--- src/rtl/cafe_pkg.sv ---
// Shared encodings for the cafe dispensing path: FSM states, product codes
// and the saturating serve-counter helper.
package cafe_pkg;

    typedef enum logic [2:0] {
        S_IDLE     = 3'd0,
        S_WAIT_CUP = 3'd1,
        S_POUR     = 3'd2,
        S_DONE     = 3'd3,
        S_REARM    = 3'd4
    } state_t;

    typedef enum logic {
        P_COFFEE = 1'b0,
        P_SOUP   = 1'b1
    } prod_t;

    localparam logic [7:0] SERVED_MAX = 8'd255;

    // Increment a serve count, holding at the top of its range.
    function automatic logic [7:0] sat_inc(input logic [7:0] v);
        return (v == SERVED_MAX) ? v : v + 8'd1;
    endfunction

endpackage

--- src/rtl/cafe_timer.sv ---
// Loadable down-counter shared by the cup timeout and the pour duration.
// Load wins over decrement; decrement stops at zero.
module cafe_timer #(
    parameter int CNT_W = 8
) (
    input  logic             clk,
    input  logic             rst,
    input  logic             load,
    input  logic [CNT_W-1:0] load_val,
    input  logic             dec,
    output logic             zero
);

    logic [CNT_W-1:0] cnt_q;
    logic [CNT_W-1:0] cnt_d;

    // Next count: reload, step down, or hold.
    always_comb begin
        cnt_d = cnt_q;
        if (load) begin
            cnt_d = load_val;
        end else if (dec && (cnt_q != '0)) begin
            cnt_d = cnt_q - 1'b1;
        end
    end

    // Count register, cleared on reset.
    always_ff @(posedge clk) begin
        if (rst) begin
            cnt_q <= '0;
        end else begin
            cnt_q <= cnt_d;
        end
    end

    assign zero = (cnt_q == '0);

endmodule

--- src/rtl/cafe_dispenser.sv ---
// Dispensing controller: latches one coffee/soup grant, waits for a cup,
// opens the matching valve for a fixed time, then waits for both grants to
// drop before accepting another request. All outputs are registered.
module cafe_dispenser
    import cafe_pkg::*;
#(
    parameter int COFFEE_CYCLES = 8,
    parameter int SOUP_CYCLES   = 12,
    parameter int CUP_TIMEOUT   = 16,
    parameter int CNT_W         = 8
) (
    input  logic       clk,
    input  logic       rst,
    input  logic       coffee,
    input  logic       soup,
    input  logic       cup_present,
    output logic       busy,
    output logic       valve_coffee,
    output logic       valve_soup,
    output logic       done,
    output logic       error,
    output logic [7:0] served_count
);

    // Counter reload values: the counter runs N-1 .. 0, i.e. N cycles.
    localparam logic [CNT_W-1:0] CUP_LD    = CNT_W'(CUP_TIMEOUT - 1);
    localparam logic [CNT_W-1:0] COFFEE_LD = CNT_W'(COFFEE_CYCLES - 1);
    localparam logic [CNT_W-1:0] SOUP_LD   = CNT_W'(SOUP_CYCLES - 1);

    state_t     state_q;
    prod_t      prod_q;
    logic [7:0] served_q;
    logic       busy_q;
    logic       vc_q;
    logic       vs_q;
    logic       done_q;
    logic       err_q;

    logic             tmr_load;
    logic [CNT_W-1:0] tmr_load_val;
    logic             tmr_dec;
    logic             tmr_zero;

    cafe_timer #(
        .CNT_W (CNT_W)
    ) u_timer (
        .clk      (clk),
        .rst      (rst),
        .load     (tmr_load),
        .load_val (tmr_load_val),
        .dec      (tmr_dec),
        .zero     (tmr_zero)
    );

    // Timer control: load on entry to WAIT_CUP / POUR, count down while waiting.
    always_comb begin
        tmr_load     = 1'b0;
        tmr_load_val = '0;
        tmr_dec      = 1'b0;
        case (state_q)
            S_IDLE: begin
                if (coffee || soup) begin
                    tmr_load     = 1'b1;
                    tmr_load_val = CUP_LD;
                end
            end
            S_WAIT_CUP: begin
                if (cup_present) begin
                    tmr_load     = 1'b1;
                    tmr_load_val = (prod_q == P_SOUP) ? SOUP_LD : COFFEE_LD;
                end else if (!tmr_zero) begin
                    tmr_dec = 1'b1;
                end
            end
            S_POUR: begin
                if (cup_present && !tmr_zero) begin
                    tmr_dec = 1'b1;
                end
            end
            default: begin
            end
        endcase
    end

    // Dispense FSM with registered outputs; pulses default low every cycle.
    always_ff @(posedge clk) begin
        if (rst) begin
            state_q  <= S_IDLE;
            prod_q   <= P_COFFEE;
            served_q <= 8'd0;
            busy_q   <= 1'b0;
            vc_q     <= 1'b0;
            vs_q     <= 1'b0;
            done_q   <= 1'b0;
            err_q    <= 1'b0;
        end else begin
            done_q <= 1'b0;
            err_q  <= 1'b0;
            case (state_q)
                S_IDLE: begin
                    if (coffee || soup) begin
                        // Soup wins when both grants are high.
                        prod_q  <= soup ? P_SOUP : P_COFFEE;
                        state_q <= S_WAIT_CUP;
                        busy_q  <= 1'b1;
                    end
                end
                S_WAIT_CUP: begin
                    if (cup_present) begin
                        state_q <= S_POUR;
                        vc_q    <= (prod_q == P_COFFEE);
                        vs_q    <= (prod_q == P_SOUP);
                    end else if (tmr_zero) begin
                        err_q   <= 1'b1;
                        state_q <= S_REARM;
                    end
                end
                S_POUR: begin
                    if (!cup_present) begin
                        vc_q    <= 1'b0;
                        vs_q    <= 1'b0;
                        err_q   <= 1'b1;
                        state_q <= S_REARM;
                    end else if (tmr_zero) begin
                        vc_q    <= 1'b0;
                        vs_q    <= 1'b0;
                        done_q  <= 1'b1;
                        state_q <= S_DONE;
                    end
                end
                S_DONE: begin
                    served_q <= sat_inc(served_q);
                    state_q  <= S_REARM;
                end
                S_REARM: begin
                    if (!coffee && !soup) begin
                        state_q <= S_IDLE;
                        busy_q  <= 1'b0;
                    end
                end
                default: begin
                    state_q <= S_IDLE;
                    busy_q  <= 1'b0;
                    vc_q    <= 1'b0;
                    vs_q    <= 1'b0;
                end
            endcase
        end
    end

    assign busy         = busy_q;
    assign valve_coffee = vc_q;
    assign valve_soup   = vs_q;
    assign done         = done_q;
    assign error        = err_q;
    assign served_count = served_q;

endmodule

--- config.mk ---
export PLATFORM = sky130hd
export DESIGN_NAME = cafe_dispenser
export DESIGN_NICKNAME = d
export VERILOG_FILES = /design/src/rtl/cafe_pkg.sv /design/src/rtl/cafe_timer.sv /design/src/rtl/cafe_dispenser.sv
export SDC_FILE = /design/constraint.sdc
export NUM_CORES = 1
export LEC_CHECK = 0
export ABC_AREA = 1
export BUFFER_PORTS_ARGS = -buffer_cell sky130_fd_sc_hd__buf_4
export CORE_MARGIN = 2
export CORE_UTILIZATION = 35
export DETAILED_ROUTE_END_ITERATION = 7
export SETUP_SLACK_MARGIN = 0.05
export SLEW_MARGIN = 20
export SYNTH_ARGS = -nofsm -noshare
export SYNTH_HDL_FRONTEND = slang
export SYNTH_HIERARCHICAL = 1
export SYNTH_SLANG_ARGS = --single-unit
--- constraint.sdc ---
create_clock -name clk -period 2.51 [get_ports clk]
set_input_delay 0.251 -clock clk [delete_from_list [all_inputs] [get_ports clk]]
set_output_delay 0.251 -clock clk [all_outputs]
set_load 0.03 [all_outputs]
==> results of run 1 <==
==> power groups by stage <==
stage	logic, W	registers (W)	clock network [W]
final	0.000961	0.000573	0.000243
after global routing	0.00111	0.000590	0.000269
after CTS	0.000970	0.000572	0.000251
after detailed placement	0.000966	0.000580	0
after global placement	0.000970	0.000581	0
after floorplan	0.000784	0.000574	0
==> cells by family after synthesis <==
group	Yosys count
flip-flops	25
adder cells (fa/ha/maj)	3
buffers and inverters	37
XOR/XNOR	2
AND/OR/NAND/NOR	155
AO/OA/AOI/OAI	23
other	1
==> worst max-delay path by stage <==
stage,end,slack [ns]
2_1_floorplan,u_timer/cnt_q[1]$_SDFFE_PP0P_,0.77
4_1_cts,u_timer/cnt_q[4]$_SDFFE_PP0P_,0.65
6_report,u_timer/cnt_q[4]$_SDFFE_PP0P_,0.66
5_1_grt,u_timer/cnt_q[3]$_SDFFE_PP0P_,0.38
3_5_place_dp,u_timer/cnt_q[4]$_SDFFE_PP0P_,0.67
3_3_place_gp,u_timer/cnt_q[5]$_SDFFE_PP0P_,0.75
==> metrics by stage <==
| step | hold WS [ns] | cell area [um2] | setup WS (ns) |
|---|---|---|---|
| 2_1_floorplan | 0.320 | 1540 | 0.771 |
| 3_3_place_gp | 0.454 | 1720 | 0.752 |
| 3_5_place_dp | 0.455 | 1720 | 0.668 |
| 4_1_cts | 0.248 | 1760 | 0.650 |
| 5_1_grt | 0.247 | 1760 | 0.382 |
| 6_report | 0.253 | 1760 | 0.657 |
==> routing by layer <==
| layer | track usage | share of wire | vias to the layer above | wire (um) |
|---|---|---|---|---|
| met5 | 0 | 0 | - | 0 |
| met4 | 0.0385 | 0.0079 | 0 | 25 |
| met3 | 0.0202 | 0.036 | 2 | 112 |
| met2 | 0.224 | 0.44 | 20 | 1390 |
| met1 | 0.177 | 0.52 | 639 | 1630 |
| li1 | - | - | 814 | - |
==> synth_stat cells <==
cell type,instances,area [um2]
a21oi_1,14,70.1
dfxtp_1,25,500
clkbuf_1,1,3.75
nor2_8,1,20.0
inv_4,1,6.26
nand3_1,30,150
nand2_2,5,31.3
conb_1,1,3.75
nand4_1,5,31.3
nor2_1,39,146
nor2_2,3,18.8
inv_1,28,105
ha_1,3,37.5
buf_6,2,22.5
clkinv_2,1,5.00
nand2_1,67,251
xnor2_1,2,17.5
o21ai_1,2,10.0
inv_2,4,15.0
o21ai_0,7,35.0
nor3_1,1,5.00
nand2_4,3,33.8
nor3_2,1,10.0
==> worst min-delay path, cell delays in order <==
cell and delay [ns]:
buf_4 0.12, nand2_1 0.05, a21oi_1 0.06
==> final cells by class <==
cell class                      instances  area (um2)
Clock inverter                          1        5.00
Timing Repair Buffer                   18         135
Fill cell                             455        2530
Tap cell                               52        65.1
Inverter                               34         131
Sequential cell                        25         500
Clock buffer                            3        41.3
Multi-Input combinational cell        187         883
==> flip-flops by register name, summed over array words and instances, names as in the netlist <==
signal         flops
error              1
prod_q             1
state_q            3
done               1
valve_soup         1
u_timer/cnt_q      8
valve_coffee       1
served_count       8
busy               1
==> reports/results.tsv, run 1 <==
stage	metric	value	unit
floorplan	Core Area	4290	um2
clocking	Clock transition at path regs	0.09	ns
yosys	post-synthesis cell type count	23	
clocking	clk_lat worst skew	0.27	ns
drt	wire per inst	9.86	um
setup_path	CP top delay family	simple AND/OR/NAND/NOR gates	
floorplan	Die ar.	4920	um2
cells_and_area	most frequent cells in the layout	nand2_1 (67), nor2_1 (39), nand3_1 (30)	
drt	wirelength, routed	3150	um
clocking	clock buffer depth	2	
yosys	Synth Register Bits	25	
drt	Pre-antenna DRT Iters	4	
setup_path	CP cell instances	inv_1 > ha_1 > nand2_1 > nor2_1 > nor2_1 > nand3_1 > nand2_1 > nand2_4 > nand2_4 > clkinv_2 > nand2_1 > a21oi_1	
power_and_ir_drop	Leak	0.849	nW
power_and_ir_drop	Reg power frac	0.322	
drt	Routed Antenna Nets	0	
setup_path	CP max stage cell	dfxtp_1	
setup_path	most frequent CP cell	nand2_1	
worst_hold_path	Worst Hold Depth	3	
place	Cells after DPL	316	
status	status	completed	
setup_path	Crit path depth	12	
clocking	clock buffer count from CTS	3	
global_routing	initial antenna violation count	0	
yosys	post-synthesis mux area share	0	
setup_path	FF-to-FF Start	u_timer/cnt_q[0]$_SDFFE_PP0P_	
floorplan	Horiz. Die Dim	70.1	um
floorplan	Die Ht	70.1	um
setup_path	Crit path required time	2.71	ns
setup_path	CP Capture Type	flip-flop	
clocking	Post-CTS Resized	0	
drt	DR iter-0 viols	35	
cells_and_area	synthesis-to-finish area growth	15.1	%
global_routing	largest net degree at the start of global routing	16	
sta	sum of negative setup slack	0	ns
cells_and_area	n_diodes	0	
setup_path	Crit Path Class	reg -> reg	
power_and_ir_drop	Pwr Total	0.00178	W
clocking	root buffer cell	clkbuf_8	
yosys	Synth Area in Simple Gates	0.456	
sta	Final Hold Fails	0	
yosys	Adder-Cell Fraction of Synth Area	0.0245	
setup_path	critical path startpoint category	flip-flop	
drt	Vias	1475	
worst_hold_path	hold_sp	soup	
sta	final slew viol count	0	
floorplan	# IOs	18	
global_routing	GRT Total Usage	0.134	
global_routing	Remaining Overflow, GRT	0	
floorplan	# rows	24	
yosys	Synth Cell Area	1530	um2
cells_and_area	final instance count without filler cells	320	
global_routing	first-pass GRT wire length	5490	um
yosys	cell count after synthesis	246	
setup_path	RR Endpoint	u_timer/cnt_q[4]$_SDFFE_PP0P_	
setup_path	Max FO, Critical Path	7	
setup_path	crit path from	u_timer/cnt_q[0]$_SDFFE_PP0P_	
place	Final GP Congestion	0.847	
floorplan	Starting Density	0.356	
clocking	post-CTS setup buffers	0	
global_routing	vias in the first global route	1338	
clocking	Post-CTS Hold Fix Bufs	0	
setup_path	FF-to-FF setup slack	0.66	ns
clocking	CTS Sinks	25	
cells_and_area	fraction of layout cells with a size suffix above 1	0.153	
power_and_ir_drop	Power Density	1010	nW/um2
sta	Tmin final	1.85	ns
clocking	# H-tree levels	1	
yosys	largest family of logic cells by synthesized area	simple AND/OR/NAND/NOR gates	
yosys	synthesized area per cell	6.22	um2
setup_path	Critical Path Max Stage Delay	0.32	ns
place	Buffers on Ports	17	
sta	clk_skew	0.00407	ns
worst_hold_path	WHS Endpoint	prod_q$_SDFFE_PP0N_	
setup_path	FF-to-FF path depth	12	
sta	RSZ-0062 raised after global routing	false	
power_and_ir_drop	total net switching power	0.000846	W
sta	setup violators final	0	
yosys	post-synthesis xor/xnor area fraction	0.0114	
place	hpwl dp	2410	um
flow_run	max-cap violations	0	
worst_hold_path	hold crit path type	in -> reg	
clocking	CTS tree	yes	
yosys	Seq/Total Area, Yosys	0.327	
power_and_ir_drop	Worst VDD drop	0.502	mV
setup_path	crit path buf inv count	2	
power_and_ir_drop	combinational share of power	0.541	
drt	DRC Markers	0	
cells_and_area	most common cell after layout, fill and taps aside	nand2_1	
power_and_ir_drop	Clk pwr share	0.137	
power_and_ir_drop	total internal power	0.000930	W
cells_and_area	Final Net Count	277	
sta	Max Freq	540	MHz
drt	Via density	4.61	
yosys	Ys Warns	6	
power_and_ir_drop	sw frac	0.476	
setup_path	CP Data Arrival Time	2.05	ns
sta	fin crit share	0.738	
cells_and_area	fin util	0.410	
yosys	Synth Area in Compound Gates	0.0752	
No activity file was read; power rests on OpenSTA's default activity.
==> run 2: changes to the inputs <==
--- a/config.mk
+++ b/config.mk
@@ -5,7 +5,7 @@
 export SDC_FILE = /design/constraint.sdc
 export NUM_CORES = 1
 export LEC_CHECK = 0
-export ABC_AREA = 1
+export ABC_AREA = 0
 export BUFFER_PORTS_ARGS = -buffer_cell sky130_fd_sc_hd__buf_4
 export CORE_MARGIN = 2
 export CORE_UTILIZATION = 35
==> constraint.sdc (replaced) <==
create_clock -name clk -period 1.6 [get_ports clk]
set_input_delay 0.16 -clock clk [delete_from_list [all_inputs] [get_ports clk]]
set_output_delay 0.16 -clock clk [all_outputs]
set_load 0.03 [all_outputs]
==> reports/results.tsv, run 2 <==
stage	metric	value	unit	change
setup_path	crit path buf inv count	2		unchanged
clocking	clock buffer depth	2		unchanged
clocking	clk_lat worst skew	0.27	ns	about the same
status	status	finished, violations left		was completed
worst_hold_path	hold crit path type	in -> reg		unchanged
floorplan	Die Ht	66.1	um	was 70.1 um
sta	fin crit share	1.20		was 0.738
sta	RSZ-0062 raised after global routing	true		was false
floorplan	Horiz. Die Dim	66.1	um	was 70.1 um
clocking	root buffer cell	clkbuf_8		unchanged
setup_path	Crit Path Class	reg -> reg		unchanged
drt	Routed Antenna Nets	0		unchanged
clocking	Clock transition at path regs	0.09	ns	about the same
clocking	CTS tree	yes		unchanged
clocking	# H-tree levels	1		unchanged
cells_and_area	fill count	355		was 455
cells_and_area	Final Net Count	219		was 277
floorplan	Starting Density	0.365		was 0.356
flow_run	max-cap violations	0		unchanged
sta	Tmin final	1.92	ns	was 1.85 ns
setup_path	CP Capture Type	flip-flop		unchanged
sta	Final Hold Fails	0		unchanged
global_routing	initial antenna violation count	0		unchanged
sta	hold slack	0.165	ns	was 0.253 ns
drt	Via density	5.25		was 4.61
yosys	most numerous cell in the Yosys netlist	dfxtp_1		was nand2_1
clocking	CTS Sinks	25		unchanged
place	hpwl dp	2370	um	was 2410 um
global_routing	first-pass GRT wire length	5610	um	was 5490 um
yosys	post-synthesis cell type count	49		was 23
global_routing	Remaining Overflow, GRT	0		unchanged
global_routing	GRT Total Usage	0.166		was 0.134
cells_and_area	most frequent cells in the layout	buf_4 (49), dfxtp_1 (18), nor2_1 (15)		was nand2_1 (67), nor2_1 (39), nand3_1 (30)
setup_path	Max FO, Critical Path	4		was 7
yosys	Synth Cell Area	1350	um2	was 1530 um2
status	failing checks	setup timing		
power_and_ir_drop	Power Density	1080	nW/um2	was 1010 nW/um2
setup_path	FF-to-FF Start	u_timer/cnt_q[2]$_SDFFE_PP0P_		was u_timer/cnt_q[0]$_SDFFE_PP0P_
setup_path	CP top delay family	simple AND/OR/NAND/NOR gates		unchanged
setup_path	RR Endpoint	u_timer/cnt_q[6]$_SDFFE_PP0P_		was u_timer/cnt_q[4]$_SDFFE_PP0P_
yosys	Synth Register Bits	25		unchanged
drt	wire per inst	13.0	um	was 9.86 um
setup_path	FF-to-FF setup slack	-0.32	ns	was 0.66 ns
setup_path	CP cell instances	or4_4 > nor4_4 > nor3_4 > buf_6 > buf_4 > nand2_2 > o21ai_0 > a311oi_2		was inv_1 > ha_1 > nand2_1 > nor2_1 > nor2_1 > nand3_1 > nand2_1 > nand2_4 > nand2_4 > clkinv_2 > nand2_1 > a21oi_1
setup_path	CP Data Arrival Time	2.10	ns	was 2.05 ns
place	Buffers on Ports	17		unchanged
floorplan	# rows	22		was 24
setup_path	CP max stage cell	or4_4		was dfxtp_1
setup_path	Setup crit end	u_timer/cnt_q[6]$_SDFFE_PP0P_		was u_timer/cnt_q[4]$_SDFFE_PP0P_
yosys	Commonest cells post-synth	dfxtp_1 (25), nor2_1 (17), a21oi_1 (11)		was nand2_1 (67), nor2_1 (39), nand3_1 (30)
clocking	Post-CTS Hold Fix Bufs	0		unchanged
global_routing	vias in the first global route	1331		was 1,338
cells_and_area	n_diodes	0		unchanged
global_routing	largest net degree at the start of global routing	30		was 16
sta	Worst Slack Setup Final	-0.316	ns	was 0.657 ns
setup_path	FF-to-FF path depth	8		was 12
cells_and_area	fin util	0.540		was 0.410
place	Final GP Congestion	0.796		was 0.847
sta	Tightest Pin Transition	0.506	ns	
yosys	Seq/Total Area, Yosys	0.371		was 0.327
yosys	EDFF count, synth	0		unchanged
yosys	Yosys top cell by area	dfxtp_1		unchanged
yosys	top cells by area, synth	dfxtp_1 (37%), nor2_1 (4.7%), a21oi_1 (4.1%)		was dfxtp_1 (33%), nand2_1 (16%), nand3_1 (9.8%)
yosys	share of Yosys cell area claimed by the top area cell type	0.371		was 0.327
cells_and_area	synthesis-to-finish area growth	47.8	%	was 15.1%
sta	final slew viol count	0		unchanged
setup_path	crit path from	u_timer/cnt_q[2]$_SDFFE_PP0P_		was u_timer/cnt_q[0]$_SDFFE_PP0P_
sta	Max Freq	522	MHz	was 540 MHz
cells_and_area	most common cell after layout, fill and taps aside	buf_4		was nand2_1
drt	DRC Markers	0		unchanged
yosys	synthesized area per cell	8.48	um2	was 6.22 um2
power_and_ir_drop	Worst VDD drop	0.634	mV	was 0.502 mV
clocking	clock buffer count from CTS	3		unchanged
setup_path	Crit path required time	1.79	ns	was 2.71 ns
yosys	Ys Warns	6		unchanged
drt	Pre-antenna DRT Iters	4		unchanged
sta	setup violators final	14		was 0
floorplan	Die ar.	4360	um2	was 4920 um2
power_and_ir_drop	Leak	0.810	nW	was 0.849 nW
floorplan	Core Area	3690	um2	was 4290 um2
yosys	post-synthesis async set-or-reset flop share	0		unchanged
floorplan	# IOs	18		unchanged
yosys	cell count after synthesis	159		was 246
setup_path	critical path startpoint category	flip-flop		unchanged
worst_hold_path	hold_sp	soup		unchanged
sta	clk_skew	0.00628	ns	was 0.00407 ns
drt	DR iter-0 viols	58		was 35
yosys	Top FF cell, synth	dfxtp_1		unchanged
drt	wirelength, routed	3360	um	was 3150 um
setup_path	Critical Path Max Stage Delay	0.58	ns	was 0.32 ns
cells_and_area	fraction of layout cells with a size suffix above 1	0.462		was 0.153
setup_path	Crit path depth	8		was 12
drt	Vias	1354		was 1,475
sta	Rel. slew slack	0.662		
==> run 2: cell count changes in the layout (fill, tap and decap cells not counted), sizes merged, moves of 26 or more <==
cell	before	now
inv	33	7
nand2	75	7
buf	18	52
nor2	43	17
nand3	30	4
==> run 2: final cells by class <==
type / count / area, um2 / area share
Sequential cell: 25 / 512 / 0.257
Clock buffer: 4 / 45.0 / 0.0226
Inverter: 7 / 31.3 / 0.0157
Timing Repair Buffer: 52 / 402 / 0.202
Tap cell: 48 / 60.1 / 0.0302
Multi-Input combinational cell: 122 / 942 / 0.473
==> run 2: tightest hold or removal path: stages <==
cell and delay [ns]:
buf_4 0.10, a22oi_1 0.07, nor2_1 0.07
==> run 2: per-layer routing <==
layer / part of all wire / track usage
met1: 0.45 / 0.193
met2: 0.51 / 0.289
met3: 0.019 / 0.0221
met4: 0.024 / 0.0995
met5: 0 / 0
==> run 2: worst min-delay path by stage <==
stage / end / slack, ns / depth (start not counted)
2_1_floorplan: prod_q$_SDFFE_PP0N_ / 0.32 / 2
3_3_place_gp: prod_q$_SDFFE_PP0N_ / 0.44 / 3
3_5_place_dp: prod_q$_SDFFE_PP0N_ / 0.45 / 3
4_1_cts: prod_q$_SDFFE_PP0N_ / 0.17 / 3
5_1_grt: prod_q$_SDFFE_PP0N_ / 0.20 / 3
6_report: prod_q$_SDFFE_PP0N_ / 0.17 / 3
==> run 2: through the flow <==
stage / cells / total power, W / instance area (um2) / setup slack, ns / setup TNS (ns)
2_1_floorplan: 162 / 0.00127 / 1430 / -0.380 / -2.43
3_3_place_gp: 247 / 0.00158 / 1780 / -0.317 / -2.82
3_5_place_dp: 247 / 0.00161 / 1780 / -0.364 / -3.25
4_1_cts: 253 / 0.00202 / 1850 / -0.318 / -3.35
5_1_grt: 258 / 0.00228 / 1990 / -0.418 / -4.86
6_report: 258 / 0.00215 / 1990 / -0.316 / -3.65
==> run 2: kinds of logic after synthesis <==
group | count (synthesis) | share of synthesized area
other | 1 | 0.00278
XOR/XNOR | 8 | 0.0520
AO/OA/AOI/OAI | 40 | 0.212
buffers and inverters | 15 | 0.0446
adder cells (fa/ha/maj) | 4 | 0.0353
multiplexers | 2 | 0.0149
flip-flops | 25 | 0.371
AND/OR/NAND/NOR | 64 | 0.267
==> run 2: power by group <==
part	internal, W	total (W)	switching (W)
registers	0.000697	0.000759	0.0000627
clock network	0.000178	0.000372	0.000194
logic	0.000525	0.00102	0.000490
total	0.00140	0.00215	0.000747
==> run 2: repair_timing <==
item                       CTS  global route
buffers inserted             2             6
setup endpoints to repair   15            16
hold endpoints to repair     0             0
pin swaps                    4             9
gates resized for setup      6            26
==> run 3: changes to the inputs <==
--- a/config.mk
+++ b/config.mk
@@ -7,11 +7,11 @@
 export LEC_CHECK = 0
 export ABC_AREA = 0
 export BUFFER_PORTS_ARGS = -buffer_cell sky130_fd_sc_hd__buf_4
-export CORE_MARGIN = 2
+export CORE_ASPECT_RATIO = 1.5
+export CORE_MARGIN = 1.5
 export CORE_UTILIZATION = 35
 export DETAILED_ROUTE_END_ITERATION = 7
 export SETUP_SLACK_MARGIN = 0.05
-export SLEW_MARGIN = 20
 export SYNTH_ARGS = -nofsm -noshare
 export SYNTH_HDL_FRONTEND = slang
 export SYNTH_HIERARCHICAL = 1
==> reports/results.tsv, run 3 (synthesis gave the netlist of run 2 again) <==
stage	metric	value	unit	change
clocking	CTS tree	yes		unchanged
cells_and_area	Final Net Count	223		was 219
drt	Pre-antenna DRT Iters	4		unchanged
place	Buffers on Ports	17		unchanged
sta	fin crit share	1.18		was 1.20
floorplan	Starting Density	0.366		was 0.365
status	failing checks	setup timing		unchanged
worst_hold_path	Worst Hold Depth	3		unchanged
setup_path	critical path startpoint category	flip-flop		unchanged
global_routing	Remaining Overflow, GRT	0		unchanged
cells_and_area	fin util	0.554		was 0.540
worst_hold_path	hold_sp	soup		unchanged
sta	final slew viol count	0		unchanged
drt	Via density	5.25		about the same
clocking	# H-tree levels	1		unchanged
power_and_ir_drop	total net switching power	0.000752	W	was 0.000747 W
floorplan	Die Ht	79.0	um	was 66.1 um
drt	DR iter-0 viols	10		was 58
sta	setup violators final	14		unchanged
cells_and_area	fraction of layout cells with a size suffix above 1	0.491		was 0.462
cells_and_area	most frequent cells in the layout	buf_4 (52), dfxtp_1 (19), nor2_1 (16)		was buf_4 (49), dfxtp_1 (18), nor2_1 (15)
cells_and_area	fill count	342		was 355
worst_hold_path	hold crit path type	in -> reg		unchanged
power_and_ir_drop	Clk pwr share	0.173		about the same
power_and_ir_drop	Power Density	1080	nW/um2	about the same
floorplan	# rows	27		was 22
place	Cells after DPL	247		unchanged
power_and_ir_drop	Pwr Total	0.00220	W	was 0.00215 W
global_routing	initial antenna violation count	0		unchanged
cells_and_area	most common cell after layout, fill and taps aside	buf_4		unchanged
drt	Routed Antenna Nets	0		unchanged
power_and_ir_drop	Leak	0.828	nW	was 0.810 nW
drt	wirelength, routed	3320	um	was 3360 um
place	Final GP Congestion	0.760		was 0.796
setup_path	CP Data Arrival Time	2.08	ns	was 2.10 ns
drt	DRC Markers	0		unchanged
power_and_ir_drop	combinational share of power	0.484		was 0.473
sta	RSZ-0062 raised after global routing	true		unchanged
clocking	Post-CTS Hold Fix Bufs	0		unchanged
flow_run	max-cap violations	0		unchanged
power_and_ir_drop	total internal power	0.00144	W	was 0.00140 W
floorplan	Horiz. Die Dim	53.7	um	was 66.1 um
drt	wire per inst	12.9	um	was 13.0 um
setup_path	FF-to-FF Start	u_timer/cnt_q[2]$_SDFFE_PP0P_		unchanged
clocking	clock buffer depth	2		unchanged
setup_path	Crit Path Class	reg -> reg		unchanged
sta	Worst Slack Setup Final	-0.292	ns	was -0.316 ns
place	hpwl dp	2390	um	was 2370 um
power_and_ir_drop	Reg power frac	0.343		was 0.354
setup_path	CP Capture Type	flip-flop		unchanged
global_routing	largest net degree at the start of global routing	30		unchanged
place	DP Worst Slack	-0.329	ns	was -0.364 ns
sta	hold slack	0.170	ns	was 0.165 ns
floorplan	# IOs	18		unchanged
setup_path	Max FO, Critical Path	8		was 4
cells_and_area	synthesis-to-finish area growth	51.3	%	was 47.8%
clocking	Clock transition at path regs	0.09	ns	about the same
status	status	finished, violations left		unchanged
global_routing	vias in the first global route	1272		was 1,331
floorplan	Core Area	3680	um2	was 3690 um2
setup_path	FF-to-FF path depth	5		was 8
clocking	clock buffer count from CTS	3		unchanged
cells_and_area	n_diodes	0		unchanged
sta	clk_skew	0.00308	ns	was 0.00628 ns
cells_and_area	final instance count without filler cells	257		was 258
sta	Tmin final	1.89	ns	was 1.92 ns
power_and_ir_drop	sw frac	0.343		was 0.348
clocking	clk_lat worst skew	0.27	ns	about the same
global_routing	first-pass GRT wire length	5150	um	was 5610 um
sta	Max Freq	528	MHz	was 522 MHz
clocking	CTS Sinks	25		unchanged
clocking	root buffer cell	clkbuf_8		unchanged
setup_path	crit path from	u_timer/cnt_q[2]$_SDFFE_PP0P_		unchanged
drt	Vias	1349		was 1,354
power_and_ir_drop	Worst VDD drop	0.756	mV	was 0.634 mV
floorplan	Die ar.	4240	um2	was 4360 um2
global_routing	GRT Total Usage	0.158		was 0.166
sta	Final Hold Fails	0		unchanged
setup_path	Crit path required time	1.78	ns	was 1.79 ns
[run 3: repair_timing]
action,4_1_cts,5_1_grt
pin swaps,7,4
setup endpoints to repair,15,16
resized for setup,8,27
buffers inserted,4,2
[run 3: cell type report]
type                    count  area (um2)  area share
clock buffers               3        41.3      0.0202
clock inverters             1        7.51     0.00368
inverters                   7        27.5      0.0135
multi-input cells         122         952       0.467
flip-flops and latches     25         513       0.252
well taps                  43        53.8      0.0264
repair buffers             56         444       0.218
[run 3: power by group through the flow]
| stage | sequential, W | clock, W | combinational, W |
|---|---|---|---|
| 6_report | 0.000752 | 0.000380 | 0.00106 |
| 5_1_grt | 0.000763 | 0.000419 | 0.00115 |
| 4_1_cts | 0.000751 | 0.000398 | 0.000990 |
| 3_5_place_dp | 0.000761 | 0 | 0.000921 |
| 3_3_place_gp | 0.000760 | 0 | 0.000909 |
| 2_1_floorplan | 0.000783 | 0 | 0.000486 |
[run 3: path summary, 6_finish.rpt]
path,end,slack [ns]
worst max-delay path,u_timer/cnt_q[5]$_SDFFE_PP0P_,-0.29
worst min-delay path,prod_q$_SDFFE_PP0N_,0.17
worst max register to register,u_timer/cnt_q[5]$_SDFFE_PP0P_,-0.29
worst min register to register,valve_soup$_SDFFE_PP0P_,0.50
[run 3: metrics by stage]
| stage | cell area [um2] | setup TNS (ns) |
|---|---|---|
| 2_1_floorplan | 1430 | -2.43 |
| 3_3_place_gp | 1820 | -2.87 |
| 3_5_place_dp | 1820 | -3.11 |
| 4_1_cts | 1920 | -3.38 |
| 5_1_grt | 2040 | -4.47 |
| 6_report | 2040 | -3.23 |
[run 3: critical path, cell delays in order (launching register included)]
cell and delay (ns):
dfxtp_2 0.33, or4_4 0.58, buf_12 0.15, o41ai_4 0.39, o31ai_1 0.11, a311oi_1 0.25
[run 3: routing by layer]
layer	vias to the layer above	wire length, um	track usage
met5	-	0	0
met4	0	34	0.0615
met3	4	65	0.0188
met2	21	1870	0.287
met1	640	1350	0.178
li1	684	-	-
